File: config.mk
export PLATFORM = sky130hd
export DESIGN_NAME = riscv_if_prefetch
export DESIGN_NICKNAME = d
export VERILOG_FILES = /design/src/rtl/riscv_if_prefetch.sv
export SDC_FILE = /design/constraint.sdc
export NUM_CORES = 1
export LEC_CHECK = 0
export ABC_CLOCK_PERIOD_IN_PS = 6700
export BUFFER_PORTS_ARGS = -buffer_cell sky130_fd_sc_hd__buf_2
export CAP_MARGIN = 20
export CORE_UTILIZATION = 40
export CTS_BUF_LIST = sky130_fd_sc_hd__clkbuf_4
export DETAILED_ROUTE_END_ITERATION = 8
export HOLD_SLACK_MARGIN = 0.06
export PLACE_DENSITY_LB_ADDON = 0.12
export SLEW_MARGIN = 30
export SYNTH_ARGS = -nofsm -noshare
export SYNTH_HDL_FRONTEND = slang
export SYNTH_SLANG_ARGS = --single-unit
File: constraint.sdc
create_clock -name clk -period 6.7 [get_ports clk]
set_input_delay 0.335 -clock clk [delete_from_list [all_inputs] [get_ports clk]]
set_output_delay 0.335 -clock clk [all_outputs]
set_load 0.01 [all_outputs]
File: src/rtl/riscv_if_prefetch.sv
`default_nettype none
// ============================================================================
// Module   : riscv_if_prefetch
// Brief    : RV32IC fetch stage with a 16-bit parcel prefetch queue feeding IF/ID.
//            Optional performance counters enabled by defining IF_PERF_CNT_EN.
// Revision : 1.0
// ============================================================================
module riscv_if_prefetch #(
    parameter int          QDEPTH   = 8,
    parameter logic [31:0] RESET_PC = 32'h0000_0000
) (
    input  logic        clk,
    input  logic        rst,
    input  logic        stall,
    input  logic        load_use_hazard,
    input  logic        flush,
    input  logic        redirect_valid,
    input  logic [31:0] redirect_pc,
    input  logic        ICACHE_stall,
    output logic        ICACHE_ren,
    output logic        ICACHE_wen,
    output logic [29:0] ICACHE_addr,
    input  logic [31:0] ICACHE_rdata,
    output logic [31:0] ICACHE_wdata,
    output logic [31:0] inst_ppl,
    output logic [31:0] pc_ppl,
    output logic        compressed_ppl,
    output logic        valid_ppl,
`ifdef IF_PERF_CNT_EN
    output logic [31:0] perf_fetch_cnt,
    output logic [31:0] perf_bubble_cnt,
    output logic [31:0] perf_redirect_cnt,
`endif
    output logic [31:0] PC
);

    localparam int          PW       = $clog2(QDEPTH);
    localparam int          CW       = PW + 1;
    localparam logic [CW-1:0] C_DEPTH = CW'(QDEPTH);
    localparam logic [31:0] C_NOP    = 32'h0000_0013;

    logic [15:0]    r_q [QDEPTH];
    logic [PW-1:0]  r_rd;
    logic [PW-1:0]  r_wr;
    logic [CW-1:0]  r_count;
    logic [31:0]    r_pc;
    logic [31:0]    r_fpc;
    logic           r_skip;
    logic           r_drop;
    logic [29:0]    r_drop_addr;
    logic [31:0]    r_inst;
    logic [31:0]    r_pc_ppl;
    logic           r_comp;
    logic           r_valid;

    logic [CW-1:0]  w_free;
    logic           w_ren;
    logic           w_push;
    logic [1:0]     w_push_n;
    logic [15:0]    w_p0;
    logic [15:0]    w_p1;
    logic           w_is32;
    logic           w_ready;
    logic           w_issue;
    logic [1:0]     w_pop_n;

    assign w_free   = C_DEPTH - r_count;
    // While a discarded request is outstanding the request line must stay up.
    assign w_ren    = !rst && (r_drop || (w_free >= CW'(2)));
    assign w_push   = w_ren && !ICACHE_stall && !r_drop && !redirect_valid;
    assign w_push_n = w_push ? (r_skip ? 2'd1 : 2'd2) : 2'd0;

    assign w_p0     = r_q[r_rd];
    assign w_p1     = r_q[r_rd + PW'(1)];
    assign w_is32   = (w_p0[1:0] == 2'b11);
    assign w_ready  = w_is32 ? (r_count >= CW'(2)) : (r_count >= CW'(1));
    assign w_issue  = !redirect_valid && !stall && !load_use_hazard && !flush && w_ready;
    assign w_pop_n  = w_issue ? (w_is32 ? 2'd2 : 2'd1) : 2'd0;

    assign ICACHE_ren     = w_ren;
    assign ICACHE_wen     = 1'b0;
    assign ICACHE_wdata   = 32'h0;
    assign ICACHE_addr    = r_drop ? r_drop_addr : r_fpc[31:2];
    assign inst_ppl       = r_inst;
    assign pc_ppl         = r_pc_ppl;
    assign compressed_ppl = r_comp;
    assign valid_ppl      = r_valid;
    assign PC             = r_pc;

    // Parcel storage carries no reset; occupancy is tracked by r_count.
    always_ff @(posedge clk) begin
        if (w_push) begin
            if (r_skip) begin
                r_q[r_wr] <= ICACHE_rdata[31:16];
            end else begin
                r_q[r_wr]          <= ICACHE_rdata[15:0];
                r_q[r_wr + PW'(1)] <= ICACHE_rdata[31:16];
            end
        end
    end

    always_ff @(posedge clk) begin
        if (rst) begin
            r_rd        <= '0;
            r_wr        <= '0;
            r_count     <= '0;
            r_pc        <= RESET_PC;
            r_fpc       <= {RESET_PC[31:2], 2'b00};
            r_skip      <= RESET_PC[1];
            r_drop      <= 1'b0;
            r_drop_addr <= '0;
            r_inst      <= C_NOP;
            r_pc_ppl    <= 32'h0;
            r_comp      <= 1'b0;
            r_valid     <= 1'b0;
        end else begin
            if (r_drop) begin
                if (!ICACHE_stall) begin
                    r_drop <= 1'b0;
                end
            end else if (redirect_valid && w_ren && ICACHE_stall) begin
                r_drop      <= 1'b1;
                r_drop_addr <= r_fpc[31:2];
            end

            if (redirect_valid) begin
                r_rd    <= '0;
                r_wr    <= '0;
                r_count <= '0;
                r_pc    <= {redirect_pc[31:1], 1'b0};
                r_fpc   <= {redirect_pc[31:2], 2'b00};
                r_skip  <= redirect_pc[1];
            end else begin
                r_rd    <= r_rd + PW'(w_pop_n);
                r_wr    <= r_wr + PW'(w_push_n);
                r_count <= r_count + CW'(w_push_n) - CW'(w_pop_n);
                if (w_push) begin
                    r_fpc  <= r_fpc + 32'd4;
                    r_skip <= 1'b0;
                end
                if (w_issue) begin
                    r_pc <= r_pc + (w_is32 ? 32'd4 : 32'd2);
                end
            end

            if (!stall) begin
                r_pc_ppl <= r_pc;
                if (w_issue) begin
                    r_inst  <= w_is32 ? {w_p1, w_p0} : {16'h0, w_p0};
                    r_comp  <= !w_is32;
                    r_valid <= 1'b1;
                end else begin
                    r_inst  <= C_NOP;
                    r_comp  <= 1'b0;
                    r_valid <= 1'b0;
                end
            end
        end
    end

`ifdef IF_PERF_CNT_EN
    logic [31:0] r_perf_fetch;
    logic [31:0] r_perf_bubble;
    logic [31:0] r_perf_redirect;

    always_ff @(posedge clk) begin
        if (rst) begin
            r_perf_fetch    <= 32'h0;
            r_perf_bubble   <= 32'h0;
            r_perf_redirect <= 32'h0;
        end else begin
            if (w_push) begin
                r_perf_fetch <= r_perf_fetch + 32'd1;
            end
            if (!stall && !w_issue) begin
                r_perf_bubble <= r_perf_bubble + 32'd1;
            end
            if (redirect_valid) begin
                r_perf_redirect <= r_perf_redirect + 32'd1;
            end
        end
    end

    assign perf_fetch_cnt    = r_perf_fetch;
    assign perf_bubble_cnt   = r_perf_bubble;
    assign perf_redirect_cnt = r_perf_redirect;
`endif

endmodule
`default_nettype wire

# Yosys cells after proc, flatten, opt, wreduce, memory -nomap -nowiden
# Memory sizes are Yosys's and may differ from the RTL's. A register that Yosys moved wholly into a read port is not among the register bits.
# Cells that the tools add are included.
[op_classes]
add_sub_neg = 9
n_lt_le_gt_ge = 3
eq_ne = 1
n_mux = 28
bitwise = 2
reduce_logical = 23
[ops]
columns = ["cell", "count"]
rows = [
  ["$mux W32", 6],
  ["$add A32 B3 Y32", 1],
  ["$add A32 B3 Y32 const B", 1],
  ["$mux W30", 1],
  ["$mux W16", 1],
  ["$mux W1", 14],
  ["$logic_and A1 B1 Y1", 10],
  ["$ge A4 B2 Y1 const B", 2],
  ["$logic_not A1 Y1", 8],
  ["$mux W2", 4],
  ["$add A3 B1 Y3 const B", 2],
  ["$add A3 B2 Y3", 2],
  ["$mux W3", 2],
  ["$add A4 B2 Y4", 1],
  ["$ge A4 B1 Y1 const B", 1],
  ["$reduce_bool A2 Y1", 2],
  ["$sub A4 B2 Y4", 1],
  ["$sub A4 B4 Y4 const A", 1],
  ["$eq A2 B2 Y1 const B", 1],
  ["$reduce_and A2 Y1", 1],
  ["$reduce_or A2 Y1", 1],
  ["$logic_or A1 B1 Y1", 1],
  ["$not A1 Y1", 1],
  ["$or A1 B1 Y1", 1],
]
[word_totals]
regBits = 172
mem_bits_rw = 128
input_bits = 71
out_inout_bits = 162
elab_cells = 81
mem_count = 1
[mem_list]
columns = ["memory", "words", "word_bits", "rd", "rd_ports_with_merged_regs", "write_ports", "line_no", "text"]
rows = [
  ["r_q", 8, 16, 2, 1, 2, "42", "logic [15:0] r_q [QDEPTH];"],
]

# Logic depth before layout (Yosys ltp)
[depth]
word_depth = 10
depth_mapped = 15
ltp_nobuf = 14

# Least setup slack after synthesis
# Ideal clock, no wire load.
[synth_timing]
path_type = "register to register"
from = "register, netlist name r_rd[0]"
to = "register r_pc[31] (netlist: PC[31])"
arrival_time_ns = 3.284
t_required_ns = 6.626
setup_slack_ns = 3.342
path_stages_with_launch = 15
n_path_buf = 2
path_cell_list = "dfxtp_1 > buf_6 > mux4_2 > mux2_4 > and2_1 > buf_6 > inv_1 > ha_1 > fa_1 > and3_1 > and4_1 > nand2_1 > or3_1 > or3_1 > a31oi_1"
[synth_rtl]
columns = ["element", "line_no", "text"]
rows = [
  ["to (signal assigned)", "130", "r_pc <= {redirect_pc[31:1], 1'b0};"],
  ["to (signal assigned)", "142", "r_pc <= r_pc + (w_is32 ? 32'd4 : 32'd2);"],
  ["to (decl)", "46", "logic [31:0] r_pc;"],
]

==> impl_metrics.ini <==
[timing]
skew_ns = 0.0512
worst_pin_slew_ns = 1.01
setup_violations = 0
finalWorstSetupSlack_ns = 2.78
slew_headroom_pct = 32.7
period_minus_slack_ns = 3.92
fmax_ghz = 0.255
finalCritPeriodShare_pct = 58.5
slew_violations = 0
setup_tns_ns = 0
rsz0062_at_grt = no
hold_viol = 0

[clock_network]
cts_tree = built
root_buffer = clkbuf_4
cts_buffer_depth = 3
htreeDepth = 3
cts_resized = 0
clkLatencyLatePin_ns = 0.78
path_clk_slew_ns = 0.06
cts_buffers = 84
clkSinkCount = 296

[power_and_ir_drop]
powerDensity_nw_per_um2 = 225
p_clk_share_pct = 41.1
ir_drop_uv = 129
pwr-share-seq_pct = 47.3
power.internal_mw = 3.14
power_leakage_nw = 7.16
total_power_mw = 4.23
combPwrFrac_pct = 11.6
swShare_pct = 25.8
p_switching_mw = 1.09

[worst_setup_path]
cp_top_family = simple AND/OR/NAND/NOR gates
arrival_ns = 4.58
r2r-end = PC[31]
crit_required_ns = 7.36
startpoint_type = flop
path_cells = mux4_2 > mux2_2 > and2_1 > inv_1 > ha_1 > fa_1 > and3_1 > and4_1 > nand2_1 > or3_1 > or3_1 > a31oi_1
cp_slowest_cell = dfxtp_2
cpMostUsedCell = or3_1
crit_buf_inv = 1
startpoint = r_rd[2]
crit_fanout = 20
critPathMaxStageDelay_ns = 0.84
rrSetupSlack_ns = 2.78
ff2ff_path_depth = 12
worstReg2RegStart = r_rd[2]
crit_type = reg2reg
end_kind = flop

[floorplan]
die_h_um = 199
die_w_um = 199
core_um2 = 37800
dieArea_um2 = 39500
io_pins = 233
num_rows = 71
initial_utilization_pct = 40.9

[global_route]
grt_usage_pct = 23.5
grt_pass1_vias = 11881
grt-ovfl-total = 0
grt_max_degree = 76
gr-max-usage-layer = met2
antenna_found_initial = 2
grt_use_met1_pct = 28.3
met3_usage_pct = 4.29
grt_pass1_wl_mm = 69.2
met2_usage_pct = 40.3

[final_layout]
drive_above_1_share_pct = 37.0
final_common_cell = buf_2
fin_nets = 1729
mostFrequentLayoutCells = 196 x buf_2, 166 x dfxtp_1, 166 x mux2_2
syn_to_final_growth_pct = 21.2
num-fill-cells = 3558

[worst_hold_path]
worst_hold_path.num_cells = 3
hold_path.class = in2reg
holdPathEnd = PC[1]
holdCritStartpoint = redirect_valid

[synth]
ys_seq_area_share_pct = 46.5
synthFlopType = dfxtp_1
synth_edf_count = 128
avgSynthCellArea_um2 = 11.6
yosys_register_bits = 296
ys_warn_count = 0
synth.distinct_cells = 66
syn-cell-area_um2 = 15500
synth-async-reset-ratio_pct = 0
synthCells = 1334

[route]
wl_mm = 45.9
ant_nets = 0
drt-pass1-iter-count = 6
vias = 11802
viasPerCell = 5.33
post_drt_wl_per_cell_um = 20.7
initialDrtViolationCount = 713
drc = 0

[placement]
dp_hpwl_mm = 29.9
gp_congestion = 0.813
place_worst_setup_slack_ns = 2.82
numPortBuffers = 196

[outcome]
status = finished, final reports clean

[run]
cap_violations = 0
[worst reg2reg max path, stage by stage, from the launching register on]
cell and delay [ns]:
dfxtp_2 0.84, mux4_2 0.42, mux2_2 0.33, and2_1 0.24, inv_1 0.09, ha_1 0.18, fa_1 0.24, and3_1 0.24
and4_1 0.33, nand2_1 0.14, or3_1 0.36, or3_1 0.31, a31oi_1 0.12
[kinds of logic after synthesis]
kind of cell,count (synthesis),share of synthesized area (%)
DFF,296,46.5
xor gates and xnor gates,42,2.38
AOI/OAI and AO/OA,184,8.45
muxes,282,24.8
adders and majority gates,22,2.02
other,1,0.0242
and+or+nand+nor,349,10.7
buffers and inverters,158,5.11
[area by class of cell]
| cell class | count | area (um2) | area share, % |
|---|---|---|---|
| antenna | 4 | 10.0 | 0.0533 |
| clock buffer | 132 | 991 | 5.28 |
| clock inverter | 16 | 116 | 0.620 |
| inverter | 36 | 135 | 0.720 |
| multi-input combinational | 914 | 7670 | 40.9 |
| sequential | 296 | 7210 | 38.4 |
| tap | 511 | 639 | 3.41 |
| timing repair buffer | 304 | 2000 | 10.7 |
[layer usage]
metal	vias to the layer above	share of wire [%]	routed length [um]
met2	347	50	23100
li1	5554	-	-
met3	94	5.3	2410
met4	0	3.6	1630
met1	5807	41	18700
met5	-	0	0
[sequential cells by signal, indices dropped and copies added (netlist names), 3 cells and up]
signal,flops
pc_ppl,31
PC,31
r_q,128
r_wr,3
r_rd,3
r_fpc,30
r_count,4
r_drop_addr,30
inst_ppl,32
[power by group through the flow]
stage	Clock [mW]	Sequential (mW)	Combinational [mW]
2_1_floorplan	0	2.03	0.299
3_3_place_gp	0	2.04	0.443
3_5_place_dp	0	2.04	0.449
4_1_cts	1.79	2.00	0.494
5_1_grt	1.88	2.01	0.537
6_report	1.74	2.00	0.491
[worst max-delay path by stage]
| stage | endpoint | slack (ns) | depth (start not counted) |
|---|---|---|---|
| 2_1_floorplan | PC[31] | 3.34 | 14 |
| 3_3_place_gp | PC[31] | 2.86 | 12 |
| 3_5_place_dp | PC[31] | 2.82 | 12 |
| 4_1_cts | PC[31] | 2.79 | 12 |
| 5_1_grt | PC[31] | 2.58 | 12 |
| 6_report | PC[31] | 2.78 | 12 |
[what timing repair did]
item | CTS | global route
buffers inserted | 0 | 0
hold endpoints to repair | 190 | 0
endpoints found under the setup margin | 0 | 0
hold buffers | 83 | 0
[per-stage QoR]
step	util (%)	cell area (um2)	hold WS, ns	cells
final	49.6	18800	0.182	2213
after global routing	49.6	18800	0.165	2211
after CTS	49.6	18800	0.0999	2209
after detailed placement	44.5	16800	0.441	1978
after global placement	44.5	16800	0.435	1978
after floorplan	-	15600	0.431	1368
[synth_stat cells, types with 13 or more instances]
library cell,n,share of area (%)
a22oi_1,13,0.63
mux4_2,64,9.3
nand2_1,102,2.5
buf_1,17,0.41
mux2_2,166,12
nor2_1,87,2.1
ha_1,17,1.4
xnor2_1,31,1.8
edfxtp_1,128,25
a31oi_1,13,0.53
o21ai_0,39,1.3
inv_1,33,0.80
o31a_1,15,0.85
nand3_1,52,1.7
buf_4,40,1.9
a21oi_1,19,0.61
nor4_1,19,0.77
clkbuf_1,51,1.2
dfxtp_1,168,22
a21boi_0,22,1.1
mux2i_1,50,3.2
nor3_1,28,0.90
o21a_1,25,1.2
No activity file was read; power rests on OpenSTA's default activity.
